[src/rtl/vga_pkg.sv]
// Shared constants, FSM state type and counter helper for the VGA plot arbiter.
package vga_pkg;

  localparam int X_W      = 8;
  localparam int Y_W      = 7;
  localparam int COLOUR_W = 3;
  localparam int SCREEN_W = 160;
  localparam int SCREEN_H = 120;
  localparam int CNT_W    = 15;

  localparam logic [CNT_W-1:0] CNT_MAX = 15'h7FFF;

  typedef enum logic [1:0] {
    IDLE    = 2'd0,
    OWN     = 2'd1,
    HANDOFF = 2'd2
  } arb_state_t;

  function automatic logic [CNT_W-1:0] sat_inc(input logic [CNT_W-1:0] value);
    logic [CNT_W-1:0] result;
    if (value == CNT_MAX) begin
      result = value;
    end else begin
      result = value + 15'd1;
    end
    return result;
  endfunction

endpackage

[src/rtl/vga_plot_arbiter_rr_select.sv]
// Round-robin pick of the next owner, searching upward from the one after last_owner.
module rr_select
  import vga_pkg::*;
#(
  parameter int NUM_REQ = 3,
  parameter int IDX_W   = 2
) (
  input  logic [NUM_REQ-1:0] req,
  input  logic [IDX_W-1:0]   last_owner,
  output logic [NUM_REQ-1:0] sel_oh,
  output logic [IDX_W-1:0]   sel_idx
);

  logic [IDX_W-1:0] cand_s;
  logic             found_s;
  logic             hit_s;

  // Walk candidates in wrap-around order; the first requesting one wins.
  always_comb begin
    sel_oh  = '0;
    sel_idx = '0;
    found_s = 1'b0;
    cand_s  = '0;
    hit_s   = 1'b0;
    for (int k = 1; k <= NUM_REQ; k++) begin
      cand_s         = IDX_W'((int'(last_owner) + k) % NUM_REQ);
      hit_s          = !found_s && req[cand_s];
      sel_oh[cand_s] = hit_s ? 1'b1 : sel_oh[cand_s];
      sel_idx        = hit_s ? cand_s : sel_idx;
      found_s        = found_s | hit_s;
    end
  end

endmodule

[src/rtl/vga_plot_arbiter.sv]
// Shares the vga_adapter plot port among NUM_REQ drawing engines, one job at a time,
// with round-robin ownership and no preemption.
module vga_plot_arbiter
  import vga_pkg::*;
#(
  parameter int NUM_REQ = 3
) (
  input  logic                              clk,
  input  logic                              rst_n,
  input  logic [NUM_REQ-1:0]                req,
  input  logic [NUM_REQ-1:0][X_W-1:0]       req_x,
  input  logic [NUM_REQ-1:0][Y_W-1:0]       req_y,
  input  logic [NUM_REQ-1:0][COLOUR_W-1:0]  req_colour,
  input  logic [NUM_REQ-1:0]                req_plot,
  output logic [NUM_REQ-1:0]                gnt,
  output logic [X_W-1:0]                    vga_x,
  output logic [Y_W-1:0]                    vga_y,
  output logic [COLOUR_W-1:0]               vga_colour,
  output logic                              vga_plot,
  output logic                              busy,
  output logic [CNT_W-1:0]                  plot_count
);

  localparam int               IDX_W      = (NUM_REQ > 1) ? $clog2(NUM_REQ) : 1;
  localparam logic [IDX_W-1:0] OWNER_RST  = IDX_W'(NUM_REQ - 1);

  arb_state_t            state_r, state_nxt_s;
  logic [IDX_W-1:0]      owner_r, owner_nxt_s;
  logic [NUM_REQ-1:0]    gnt_r, gnt_nxt_s;
  logic [X_W-1:0]        vga_x_r, vga_x_nxt_s;
  logic [Y_W-1:0]        vga_y_r, vga_y_nxt_s;
  logic [COLOUR_W-1:0]   vga_colour_r, vga_colour_nxt_s;
  logic                  vga_plot_r, vga_plot_nxt_s;
  logic                  busy_r, busy_nxt_s;
  logic [CNT_W-1:0]      plot_count_r, plot_count_nxt_s;
  logic [NUM_REQ-1:0]    sel_oh_s;
  logic [IDX_W-1:0]      sel_idx_s;

  // owner_r doubles as last_owner: it only changes when a new grant is made.
  rr_select #(
    .NUM_REQ (NUM_REQ),
    .IDX_W   (IDX_W)
  ) u_rr_select (
    .req        (req),
    .last_owner (owner_r),
    .sel_oh     (sel_oh_s),
    .sel_idx    (sel_idx_s)
  );

  // Next-state and next-output logic for the ownership FSM.
  always_comb begin
    state_nxt_s      = state_r;
    owner_nxt_s      = owner_r;
    gnt_nxt_s        = gnt_r;
    vga_x_nxt_s      = vga_x_r;
    vga_y_nxt_s      = vga_y_r;
    vga_colour_nxt_s = vga_colour_r;
    vga_plot_nxt_s   = 1'b0;
    plot_count_nxt_s = plot_count_r;
    case (state_r)
      IDLE: begin
        if (|req) begin
          state_nxt_s      = OWN;
          owner_nxt_s      = sel_idx_s;
          gnt_nxt_s        = sel_oh_s;
          plot_count_nxt_s = '0;
        end else begin
          state_nxt_s = IDLE;
        end
      end
      OWN: begin
        // A strobe coinciding with the owner's release is dropped.
        if (!req[owner_r]) begin
          state_nxt_s = HANDOFF;
          gnt_nxt_s   = '0;
        end else if (req_plot[owner_r]) begin
          vga_plot_nxt_s   = 1'b1;
          vga_x_nxt_s      = req_x[owner_r];
          vga_y_nxt_s      = req_y[owner_r];
          vga_colour_nxt_s = req_colour[owner_r];
          plot_count_nxt_s = sat_inc(plot_count_r);
        end else begin
          vga_plot_nxt_s = 1'b0;
        end
      end
      HANDOFF: begin
        state_nxt_s = IDLE;
      end
      default: begin
        state_nxt_s = IDLE;
        gnt_nxt_s   = '0;
      end
    endcase
    busy_nxt_s = (state_nxt_s != IDLE);
  end

  // State and registered outputs.
  always_ff @(posedge clk or negedge rst_n) begin
    if (!rst_n) begin
      state_r      <= IDLE;
      owner_r      <= OWNER_RST;
      gnt_r        <= '0;
      vga_x_r      <= '0;
      vga_y_r      <= '0;
      vga_colour_r <= '0;
      vga_plot_r   <= 1'b0;
      busy_r       <= 1'b0;
      plot_count_r <= '0;
    end else begin
      state_r      <= state_nxt_s;
      owner_r      <= owner_nxt_s;
      gnt_r        <= gnt_nxt_s;
      vga_x_r      <= vga_x_nxt_s;
      vga_y_r      <= vga_y_nxt_s;
      vga_colour_r <= vga_colour_nxt_s;
      vga_plot_r   <= vga_plot_nxt_s;
      busy_r       <= busy_nxt_s;
      plot_count_r <= plot_count_nxt_s;
    end
  end

  assign gnt        = gnt_r;
  assign vga_x      = vga_x_r;
  assign vga_y      = vga_y_r;
  assign vga_colour = vga_colour_r;
  assign vga_plot   = vga_plot_r;
  assign busy       = busy_r;
  assign plot_count = plot_count_r;

endmodule

[config.mk]
export PLATFORM = sky130hd
export DESIGN_NAME = vga_plot_arbiter
export DESIGN_NICKNAME = d
export VERILOG_FILES = /design/src/rtl/vga_pkg.sv /design/src/rtl/vga_plot_arbiter_rr_select.sv /design/src/rtl/vga_plot_arbiter.sv
export SDC_FILE = /design/constraint.sdc
export NUM_CORES = 1
export LEC_CHECK = 0
export BUFFER_PORTS_ARGS = -buffer_cell sky130_fd_sc_hd__clkbuf_2
export CORE_UTILIZATION = 42
export CTS_CLUSTER_SIZE = 24
export DETAILED_ROUTE_END_ITERATION = 8
export GPL_ROUTABILITY_DRIVEN = 0
export PLACE_DENSITY = 0.71
export SLEW_MARGIN = 20
export SYNTH_ARGS = -nofsm -noshare
export SYNTH_HDL_FRONTEND = slang
export SYNTH_SLANG_ARGS = --single-unit
[constraint.sdc]
create_clock -name clk -period 4.8 [get_ports clk]
set_input_delay 0 -clock clk [delete_from_list [all_inputs] [get_ports clk]]
set_output_delay 0 -clock clk [all_outputs]
set_load 0.02 [all_outputs]
* Word-level counts from Yosys, hierarchy flattened
Index checks and enable logic that the tools add are counted.
** Operators by class
- Add/sub/neg operators :: 4
- Muxes and demuxes :: 50
- Multipliers :: 0
- Bitwise operators :: 3
- Divide/modulo/power cells :: 3
- Eq/ne operators :: 8
- $lt $le $gt $ge :: 7
- Reduce and logical (&&, ||, !) cells :: 15
- Shift-type cells :: 0
** Operator list (number)
- 32-bit by 3-bit modulo with 32-bit output (second input constant) :: 3
- 15-bit two-way mux :: 4
- 15-bit one-hot mux with 2 select lines :: 1
- 1-bit two-way mux :: 18
- 1-bit binary-select mux with 2-bit select :: 8
- 8-bit binary-select mux with 2-bit select :: 1
- 15-bit by 1-bit adder with 15-bit output (second input constant) :: 1
- 15-bit == test (second input constant) :: 1
- 7-bit binary-select mux with 2-bit select :: 1
- 2-bit by 3-bit less-than comparator with 1-bit output (second input constant) :: 4
- 2-bit != test (second input constant) :: 5
- 3-bit two-way mux :: 3
- 3-bit one-hot mux with 3 select lines :: 1
- 2-bit two-way mux :: 4
- 8-bit two-way mux :: 1
- 7-bit two-way mux :: 1
- 2-bit by 2-bit adder with 3-bit output (second input constant) :: 2
- 3-bit binary-select mux with 2-bit select :: 1
- 3-bit bitwise mux :: 2
- 1-bit demux with 2-bit select :: 3
- 2-bit by 1-bit >= comparator with 1-bit output (second input constant) :: 3
- 3-bit AND reduction :: 2
- 1-bit logical AND :: 5
- 5-bit AND reduction :: 1
- other kinds (12) :: 14
** Word-level totals
- Bits in read-only memories :: 0
- Memories :: 0
- Bits of input ports :: 62
- Memory bits (writable) :: 0
- Output and inout bits :: 38
- Bits in latches :: 0
- Logic and storage cells :: 99
- Flip-flop bits (word level) :: 42

* Depth between registers and ports, before layout
Gate-level depths: netlist of the first run.
- Word-level depth :: 17
- Depth in mapped cells :: 11
- Mapped depth without buffers :: 7

* Cells and area by module
Synthesis of the first run repeated with hierarchy kept, for this count alone.
** Second synthesis, totals
- Cell total of the unflattened synthesis :: 312
- Area, all modules :: 2687.6 um2
** Modules (own cells, without submodules)
- vga_plot_arbiter :: cells an instance 256, area an instance 2307.2 um2, sequential area each 1052.3 um2, instances 1
- rr_select :: cells an instance 56, area an instance 380.4 um2, sequential area each 0.0 um2, instances 1

* Least setup slack after synthesis of the first run
OpenSTA, ideal clock, no wires.
- Path kind :: reg2reg
- Start :: register owner_r[1]
- End :: register gnt_r[1], in the netlist gnt[1]
- Data arrival time :: 2304 ps
- Stages on the path, launching flop included :: 10
- Library setup time :: 68 ps
- Data required time :: 4732 ps
- Buffers on the path :: 4
- Slack :: 2429 ps
- Period minus slack after synthesis :: 2371 ps
- Cells stage by stage :: dfstp_2 > clkbuf_1 > buf_2 > buf_2 > inv_1 > ha_1 > clkbuf_1 > or3_1 > a21oi_1 > a32o_1
** Between the ends
- Longest elaborated chain between the ends :: 17
- Elaborated cells on any way between the ends :: 50
- Classes of those cells :: 3 x add/sub; 3 x div; 6 x order compare; 1 x eq/ne; 27 x mux; 2 x bitwise; 8 x reduce/logical
** RTL lines
- from (decl) :: RTL line vga_plot_arbiter.sv:28 : logic [IDX_W-1:0] owner_r, owner_nxt_s;
- from (signal assigned) :: RTL line vga_plot_arbiter.sv:111 : owner_r <= owner_nxt_s;
- 2-bit by 1-bit adder with 3-bit output :: RTL line vga_plot_arbiter_rr_select.sv:26 : cand_s = IDX_W'((int'(last_owner) + k) % NUM_REQ);
- 32-bit by 3-bit modulo with 32-bit output :: RTL line vga_plot_arbiter_rr_select.sv:26
- 2-bit by 3-bit less-than comparator with 1-bit output (implied by the code) or 2-bit by 1-bit >= comparator with 1-bit output (tied branches) :: RTL line vga_plot_arbiter_rr_select.sv:28 : sel_oh[cand_s] = hit_s ? 1'b1 : sel_oh[cand_s];
- 1-bit logical AND (implied by the code) :: RTL line vga_plot_arbiter_rr_select.sv:28
- 1-bit two-way mux :: RTL line vga_plot_arbiter_rr_select.sv:28
- 1-bit demux with 2-bit select
- 3-bit bitwise AND (no source line)
- 1-bit binary-select mux with 2-bit select :: RTL line vga_plot_arbiter_rr_select.sv:28
- 1-bit two-way mux (implied by the code) :: RTL line vga_plot_arbiter_rr_select.sv:28
- 1-bit two-way mux :: RTL line vga_plot_arbiter_rr_select.sv:28
- 3-bit bitwise mux :: RTL line vga_plot_arbiter_rr_select.sv:28
- 1-bit binary-select mux with 2-bit select :: RTL line vga_plot_arbiter_rr_select.sv:28
- 1-bit two-way mux (implied by the code) :: RTL line vga_plot_arbiter_rr_select.sv:28
- 1-bit two-way mux :: RTL line vga_plot_arbiter_rr_select.sv:28
- 3-bit bitwise mux :: RTL line vga_plot_arbiter_rr_select.sv:28
- 3-bit two-way mux :: RTL line vga_plot_arbiter.sv:62 : if (|req) begin
- 3-bit one-hot mux with 3 select lines :: RTL line vga_plot_arbiter.sv:60 : case (state_r)
- to (signal assigned) :: RTL line vga_plot_arbiter.sv:112 : gnt_r <= gnt_nxt_s;
- to (decl) :: RTL line vga_plot_arbiter.sv:29 : logic [NUM_REQ-1:0] gnt_r, gnt_nxt_s;
Several ways; a longest one is shown, not always the timed one. The select of a mux whose other input is x is not followed.
A chain may end at the register's enable or synchronous reset.

* Final worst setup path of the first run
- Start :: register owner_r[1]
- End :: register plot_count_r[8], in the netlist plot_count[8]
** Between the ends
- Longest elaborated chain between the ends :: 4
- Elaborated cells on any way between the ends :: 7
- Classes of those cells :: 2 x eq/ne; 4 x mux; 1 x reduce/logical
** RTL lines
- 1-bit binary-select mux with 2-bit select, on equally long branches :: RTL line vga_plot_arbiter.sv:76, vga_plot_arbiter.sv:73
- 1-bit two-way mux, on equally long branches :: RTL line vga_plot_arbiter.sv:76, vga_plot_arbiter.sv:73
- 2-bit != test (no source line)
- 5-bit AND reduction (no source line) *
- to (signal assigned) :: RTL line vga_plot_arbiter.sv:118 : plot_count_r <= plot_count_nxt_s;
- to (decl) :: RTL line vga_plot_arbiter.sv:35 : logic [CNT_W-1:0] plot_count_r, plot_count_nxt_s;
Every way passes the cells marked *; elsewhere a longest branch is shown, timed or not. The select of a mux whose other input is x is not followed.

==> results of run 1 <==
layout make-up:
class                           instances  area, um2
Clock inverter                          2      37.54
Multi-Input combinational cell        209       1287
Fill cell                             506       2411
Sequential cell                        42       1052
Tap cell                               72      90.09
Timing Repair Buffer                  111      608.1
Clock buffer                            6      72.57
Inverter                                4      15.01
state kept, by name (all words and copies together) (netlist names):
name / cells
plot_count: 15
vga_x: 8
vga_y: 7
gnt: 3
vga_colour: 3
owner_r: 2
state_r: 2
busy: 1
vga_plot: 1
worst min path at each step:
stage	to	depth (start not counted)
after floorplan	busy	0
after global placement	vga_x[7]	1
after detailed placement	vga_x[7]	1
after CTS	vga_y[2]	3
after global routing	vga_y[0]	3
final	vga_y[2]	3
tightest hold or removal path, delay by kind of cell:
kind	cells	cell delay, ps
compound gates	2	180
buf+inv	1	80
timing repair:
item                       CTS  global route
hold buffers                 9             0
hold endpoints to repair    49             0
setup endpoints to repair    0             0
metal layers:
metal	up-vias	wire length (um)	track usage
met5	-	0	0
met4	0	34	0.05556
met3	2	368	0.04186
met2	79	2872	0.3544
met1	1045	2713	0.2535
li1	1172	-	-
power groups by stage:
| stage | registers, uW | clock network (uW) | logic, uW |
|---|---|---|---|
| floorplan | 652 | 0 | 487 |
| global placement | 586 | 0 | 761 |
| detailed placement | 591 | 0 | 776 |
| CTS | 584 | 287 | 783 |
| global route | 601 | 303 | 865 |
| finish | 583 | 275 | 777 |
kinds of logic after synthesis:
group	count (synthesis)	synth area share
simple gates	111	0.2270
compound gates	65	0.1607
flops	42	0.4291
buf+inv	26	0.04693
mux	26	0.1066
xor+xnor	4	0.01428
fa+ha+maj	3	0.01531
metrics by stage:
step                area (um2)  total power (uW)    util
floorplan                 2452              1139       -
CTS                       3163              1654  0.5675
finish                    3163              1636  0.5675
global route              3163              1769  0.5675
global placement          2963              1347  0.5315
detailed placement        2963              1367  0.5315
layout by cell type (no fill, tap or decap), types with 4 or more instances in the layout:
cell type,instances
sky130_fd_sc_hd__clkbuf_2,98
sky130_fd_sc_hd__nor2_1,50
sky130_fd_sc_hd__a21oi_1,44
sky130_fd_sc_hd__dfrtp_1,41
sky130_fd_sc_hd__mux2i_1,25
sky130_fd_sc_hd__nand2_1,22
sky130_fd_sc_hd__nand4_1,9
sky130_fd_sc_hd__dlygate4sd3_1,9
sky130_fd_sc_hd__o21ai_0,7
sky130_fd_sc_hd__clkbuf_8,5
sky130_fd_sc_hd__inv_1,4
sky130_fd_sc_hd__and3_1,4
sky130_fd_sc_hd__xnor2_1,4
==> metrics.yaml, run 1 <==
final.setup_skew_ps: 6.184
yosys.area.top_type_share: 0.4184
setup_tns_ps: 0
power_density_mw_per_mm2: 517.2
grt_start_max_net_pins: 43
cts.sink_count: 42
hold_start: "req_y[9]"
post_cts.repair.setup_buffers: 0
portBuffers: 99
finalSetupViolations: 0
synth_seq_area_share: 0.4291
p_int_uw: 924.7
outcome: "finished clean"
antenna_found_initial: 0
clk-insertion-delay-late_ps: 290
power.share.combinational: 0.475
p_sw_uw: 711.1
synthDominantAreaCellType: "sky130_fd_sc_hd__dfrtp_1"
worst_hold_path_type: "in -> reg"
grt_first_pass_wirelength_um: 9701
ys_warn_count: 0
worst_path_largest_cell_delay_ps: 960
htreeDepth: 2
clkSlewWorstSetupHoldPaths_ps: 80
number_of_violations_reported_at_the_end_of_detailed_routing_iteration_0: 131
swShare: 0.4347
vias: 2298
track_usage: 0.2030
final.hold.worst_slack_ps: 5.918
final_max_slew_viol_count: 0
io_pins: 100
p_leak_uw: 0.001547
worstSetupStartpointType: "flop"
final_hold_viol_count: 0
critical_path_data_required_time_ps: 4980
die_outline_area_mm2: 0.006148
rsz0062_at_grt: "no"
die-width_um: 78.41
path_class: "reg -> reg"
area_growth_syn_to_layout_pct: 28.98
power.share.clock: 0.168
synth_ff_type: "sky130_fd_sc_hd__dfrtp_1"
avgSynthCellArea_um2: 8.853
overflow_left_after_global_routing: 0
rr_endpoint: "plot_count[8]"
post_synth_main_area_contributors: "sky130_fd_sc_hd__dfrtp_1 (42%), sky130_fd_sc_hd__mux2i_1 (10%), sky130_fd_sc_hd__a21oi_1 (9.0%)"
critical_path.top_delay_family: "flip-flops"
nets_in_the_synthesized_netlist: 342
place.detailed.hpwl_um: 4299
post-route-drc-count: 0
synthMostInstantiatedCell: "sky130_fd_sc_hd__nor2_1"
syn_inst: 277
finalCritPeriodShare: 0.4983
totalWireLength_um: 5988
crit_fanout: 24
layout.nets: 438
drtPass1Iterations: 4
cts_inserted_buffers: 5
setup_slack_ps: 2408
async_flop_share: 1.000
cap_violations: 0
timing.slew.headroom: 0.3652
postCtsResizedCells: 0
netlist_area_mm2: 0.002452
mean_number_of_vias_per_cell: 5.152
worstSetupStartpoint: "owner_r[1]"
cpMaxStageDelayCell: "sky130_fd_sc_hd__dfstp_2"
initial_utilization: 0.4400
seq_power_share: 0.357
cp_num_buf_inv: 0
crit-reg2reg-launch: "owner_r[1]"
stdcell_count: 446
max_clock_freq_ghz: 0.4181
wire_per_inst_um: 13.43
netlist_top_cells_count: "sky130_fd_sc_hd__nor2_1 (51), sky130_fd_sc_hd__a21oi_1 (44), sky130_fd_sc_hd__dfrtp_1 (41)"
tightestPinTransition_ps: 952.3
reg2reg_depth: 5
clock_path_buffers: 2
irDropWorstVdd_mv: 0.2728
core_area_mm2: 0.005574
end_kind: "flop"
synth_seq_cells: 42
layout-drive-gt1-share: 0.3182
worstPathCellList: "mux2i_1 -> o22a_4 -> nor3_4 -> a31oi_1 -> a41o_1"
reg2reg_setup_slack_ps: 2410
insertedDiodeCount: 0
clockRootBuffer: "sky130_fd_sc_hd__clkbuf_8"
dpl.cell_count: 429
edff_count_synth: 0
cp.depth: 5
core.rowCount: 27
crit_path_end: "plot_count[8]"
ant_nets: 0
netlist-cell-type-count: 43
post-route-min-period_ps: 2392
dp_worst_setup_slack_ps: 2413
dieHeight_um: 78.41
critPathArrivalTime_ps: 2580
clock_tree_from_tritoncts: "done"
grt_pass1_vias: 2108
Note: power is estimated with default switching activity, not from simulation.
==> run 2: changes to the inputs <==
Settings changed: PLACE_DENSITY 0.71 to 0.74.
Clock period 4.8 ns to 1.95 ns, I/O delays scaled along.
==> metrics.yaml, run 2 (synthesized netlist as in run 1, its figures left out) <==
outcome: "finished clean"
power_density_mw_per_mm2: 1314  # +150%
totalWireLength_um: 6372  # +6.4%
cts.sink_count: 42  # unchanged
largest_register_ffs: 15  # unchanged
filler_cell_count: 510  # +0.79%
utilization: 0.5917  # +0.02424
post-route-min-period_ps: 1899  # -493.0 ps
cp.depth: 6  # +1
place.detailed.hpwl_um: 4605  # +7.1%
multi_input_comb_area_mm2: 0.001310  # +1.7%
core_area_mm2: 0.005574  # unchanged
clkSlewWorstSetupHoldPaths_ps: 80  # about the same
htreeDepth: 2  # unchanged
irDropWorstVdd_mv: 0.6243  # +130%
final.setup_skew_ps: 4.016  # -2.168 ps
wire_per_inst_um: 13.94  # +3.9%
dpl.cell_count: 438  # +2.1%
track_usage: 0.2056  # +0.002653
rsz0062_at_grt: "yes"
critPathArrivalTime_ps: 2080  # -500 ps
die-width_um: 78.41  # unchanged
end_kind: "flop"
worst_path_largest_cell_delay_ps: 610  # -350 ps
worstPathCellList: "mux2_2 -> a22oi_4 -> nor2_2 -> buf_12 -> nor2_1 -> a21oi_1"
seq_power_share: 0.303  # -0.054
timing.slew.headroom: 0.7214  # +0.3562
final_hold_viol_count: 0  # unchanged
tightestPinTransition_ps: 417.9  # -534.3 ps
critical_path_data_required_time_ps: 2130  # -2850 ps
clock_tree_from_tritoncts: "done"
grt_first_pass_wirelength_um: 9901  # +2.1%
layout-drive-gt1-share: 0.3558  # +0.03766
crit_fanout: 37  # +54%
reg2reg_depth: 6  # +1
vias: 2413  # +5.0%
p_leak_uw: 0.001615  # +4.4%
area_of_all_sequential_standard_cells_mm2: 0.001052  # unchanged
design_area_mm2: 0.003298  # +4.3%
area_growth_syn_to_layout_pct: 34.49
layout_common_cells: "sky130_fd_sc_hd__clkbuf_2 (99), sky130_fd_sc_hd__nor2_1 (50), sky130_fd_sc_hd__a21oi_1 (44), sky130_fd_sc_hd__dfrtp_1 (41), sky130_fd_sc_hd__mux2i_1 (25)"
antenna_found_initial: 0  # unchanged
dieHeight_um: 78.41  # unchanged
finalCritPeriodShare: 0.9738  # +0.4755
grt_start_max_net_pins: 38  # -12%
layout.nets: 449  # +2.5%
number_of_violations_reported_at_the_end_of_detailed_routing_iteration_0: 70  # -47%
clockRootBuffer: "sky130_fd_sc_hd__clkbuf_8"
min_path_cells: 3  # unchanged
detailed_place.area_mm2: 0.003045  # +2.8%
finalSetupViolations: 0  # unchanged
cp_num_buf_inv: 1  # +1
grt_pass1_vias: 2117  # +0.43%
worst_hold_path_type: "in -> reg"
setup_tns_ps: 0  # unchanged
cpMaxStageDelayCell: "sky130_fd_sc_hd__dfstp_2"
post-route-drc-count: 0  # unchanged
portBuffers: 99  # unchanged
drtPass1Iterations: 4  # unchanged
insertedDiodeCount: 0  # unchanged
worstSetupStartpointType: "flop"
io_pins: 100  # unchanged
initial_utilization: 0.4400  # unchanged
swShare: 0.4205  # -0.01417
core.rowCount: 27  # unchanged
clock_path_buffers: 2  # unchanged
cts_inserted_buffers: 5  # unchanged
p_int_uw: 2512  # +170%
overflow_left_after_global_routing: 0  # unchanged
clk-insertion-delay-late_ps: 300  # about the same
dp_worst_setup_slack_ps: 27.68  # -2386 ps
power.share.clock: 0.189  # +0.021
critical_path.top_delay_family: "flip-flops"
die_outline_area_mm2: 0.006148  # unchanged
setup_slack_ps: 51.08  # -2357 ps
stdcell_count: 457  # +2.5%
cap_violations: 0  # unchanged
mostFrequentLayoutCell: "sky130_fd_sc_hd__clkbuf_2"
mean_number_of_vias_per_cell: 5.280  # +2.5%
final_max_slew_viol_count: 0  # unchanged
path_class: "reg -> reg"
ant_nets: 0  # unchanged
power.share.combinational: 0.508  # +0.033
p_sw_uw: 1823  # +160%
max_clock_freq_ghz: 0.5266  # +26%
-- run 2: cell type report --
class	instances	share of cell area
Clock buffer	5	0.02086
Sequential cell	42	0.3190
Inverter	4	0.004552
Timing Repair Buffer	121	0.2102
Multi-Input combinational cell	210	0.3972
Clock inverter	3	0.02086
Tap cell	72	0.02731
-- run 2: worst reg2reg max path: cells and delay by family, from the launching register on --
family                 cells  cell delay, ps
AOI/OAI and AO/OA          2             390
and+or+nand+nor            2             230
muxes                      1             380
buffers and inverters      1             180
DFF                        1             610
-- run 2: worst paths after layout --
path | startpoint | endpoint | slack, ps
worst min register to register | gnt[0] | gnt[0] | 510
min in group asynchronous | rst_n | vga_colour[2] | 50
worst max register to register | owner_r[1] | vga_y[4] | 50
worst max-delay path | owner_r[1] | vga_y[4] | 50
worst min-delay path | req_x[15] | vga_x[7] | 2
max in group asynchronous | rst_n | state_r[1] | 1400
-- run 2: metal layers --
layer	GRT usage	up-vias	routed length, um
met4	0.06481	0	108
met1	0.2502	1103	2707
met3	0.05814	14	459
li1	-	1200	-
met5	0	-	0
met2	0.3509	96	3097
-- run 2: power groups by stage --
stage	clock network (uW)	registers (uW)	logic, uW
2_1_floorplan	0	1610	1260
4_1_cts	840	1310	2170
3_3_place_gp	0	1320	2090
5_1_grt	875	1350	2430
3_5_place_dp	0	1330	2150
6_report	821	1310	2200
-- run 2: per-stage QoR --
stage	hold slack, ps	power, uW
after global placement	-173.0	3411
after floorplan	-295.6	2870
final	2.186	4335
after global routing	7.634	4660
after detailed placement	-168.9	3477
after CTS	0.04372	4318
-- run 2: timing repair --
item / CTS / global route
hold buffers: 8 / 0
gates resized for setup: 0 / 3
buffers inserted: 0 / 2
hold endpoints to repair: 48 / 0
setup endpoints to repair: 0 / 14
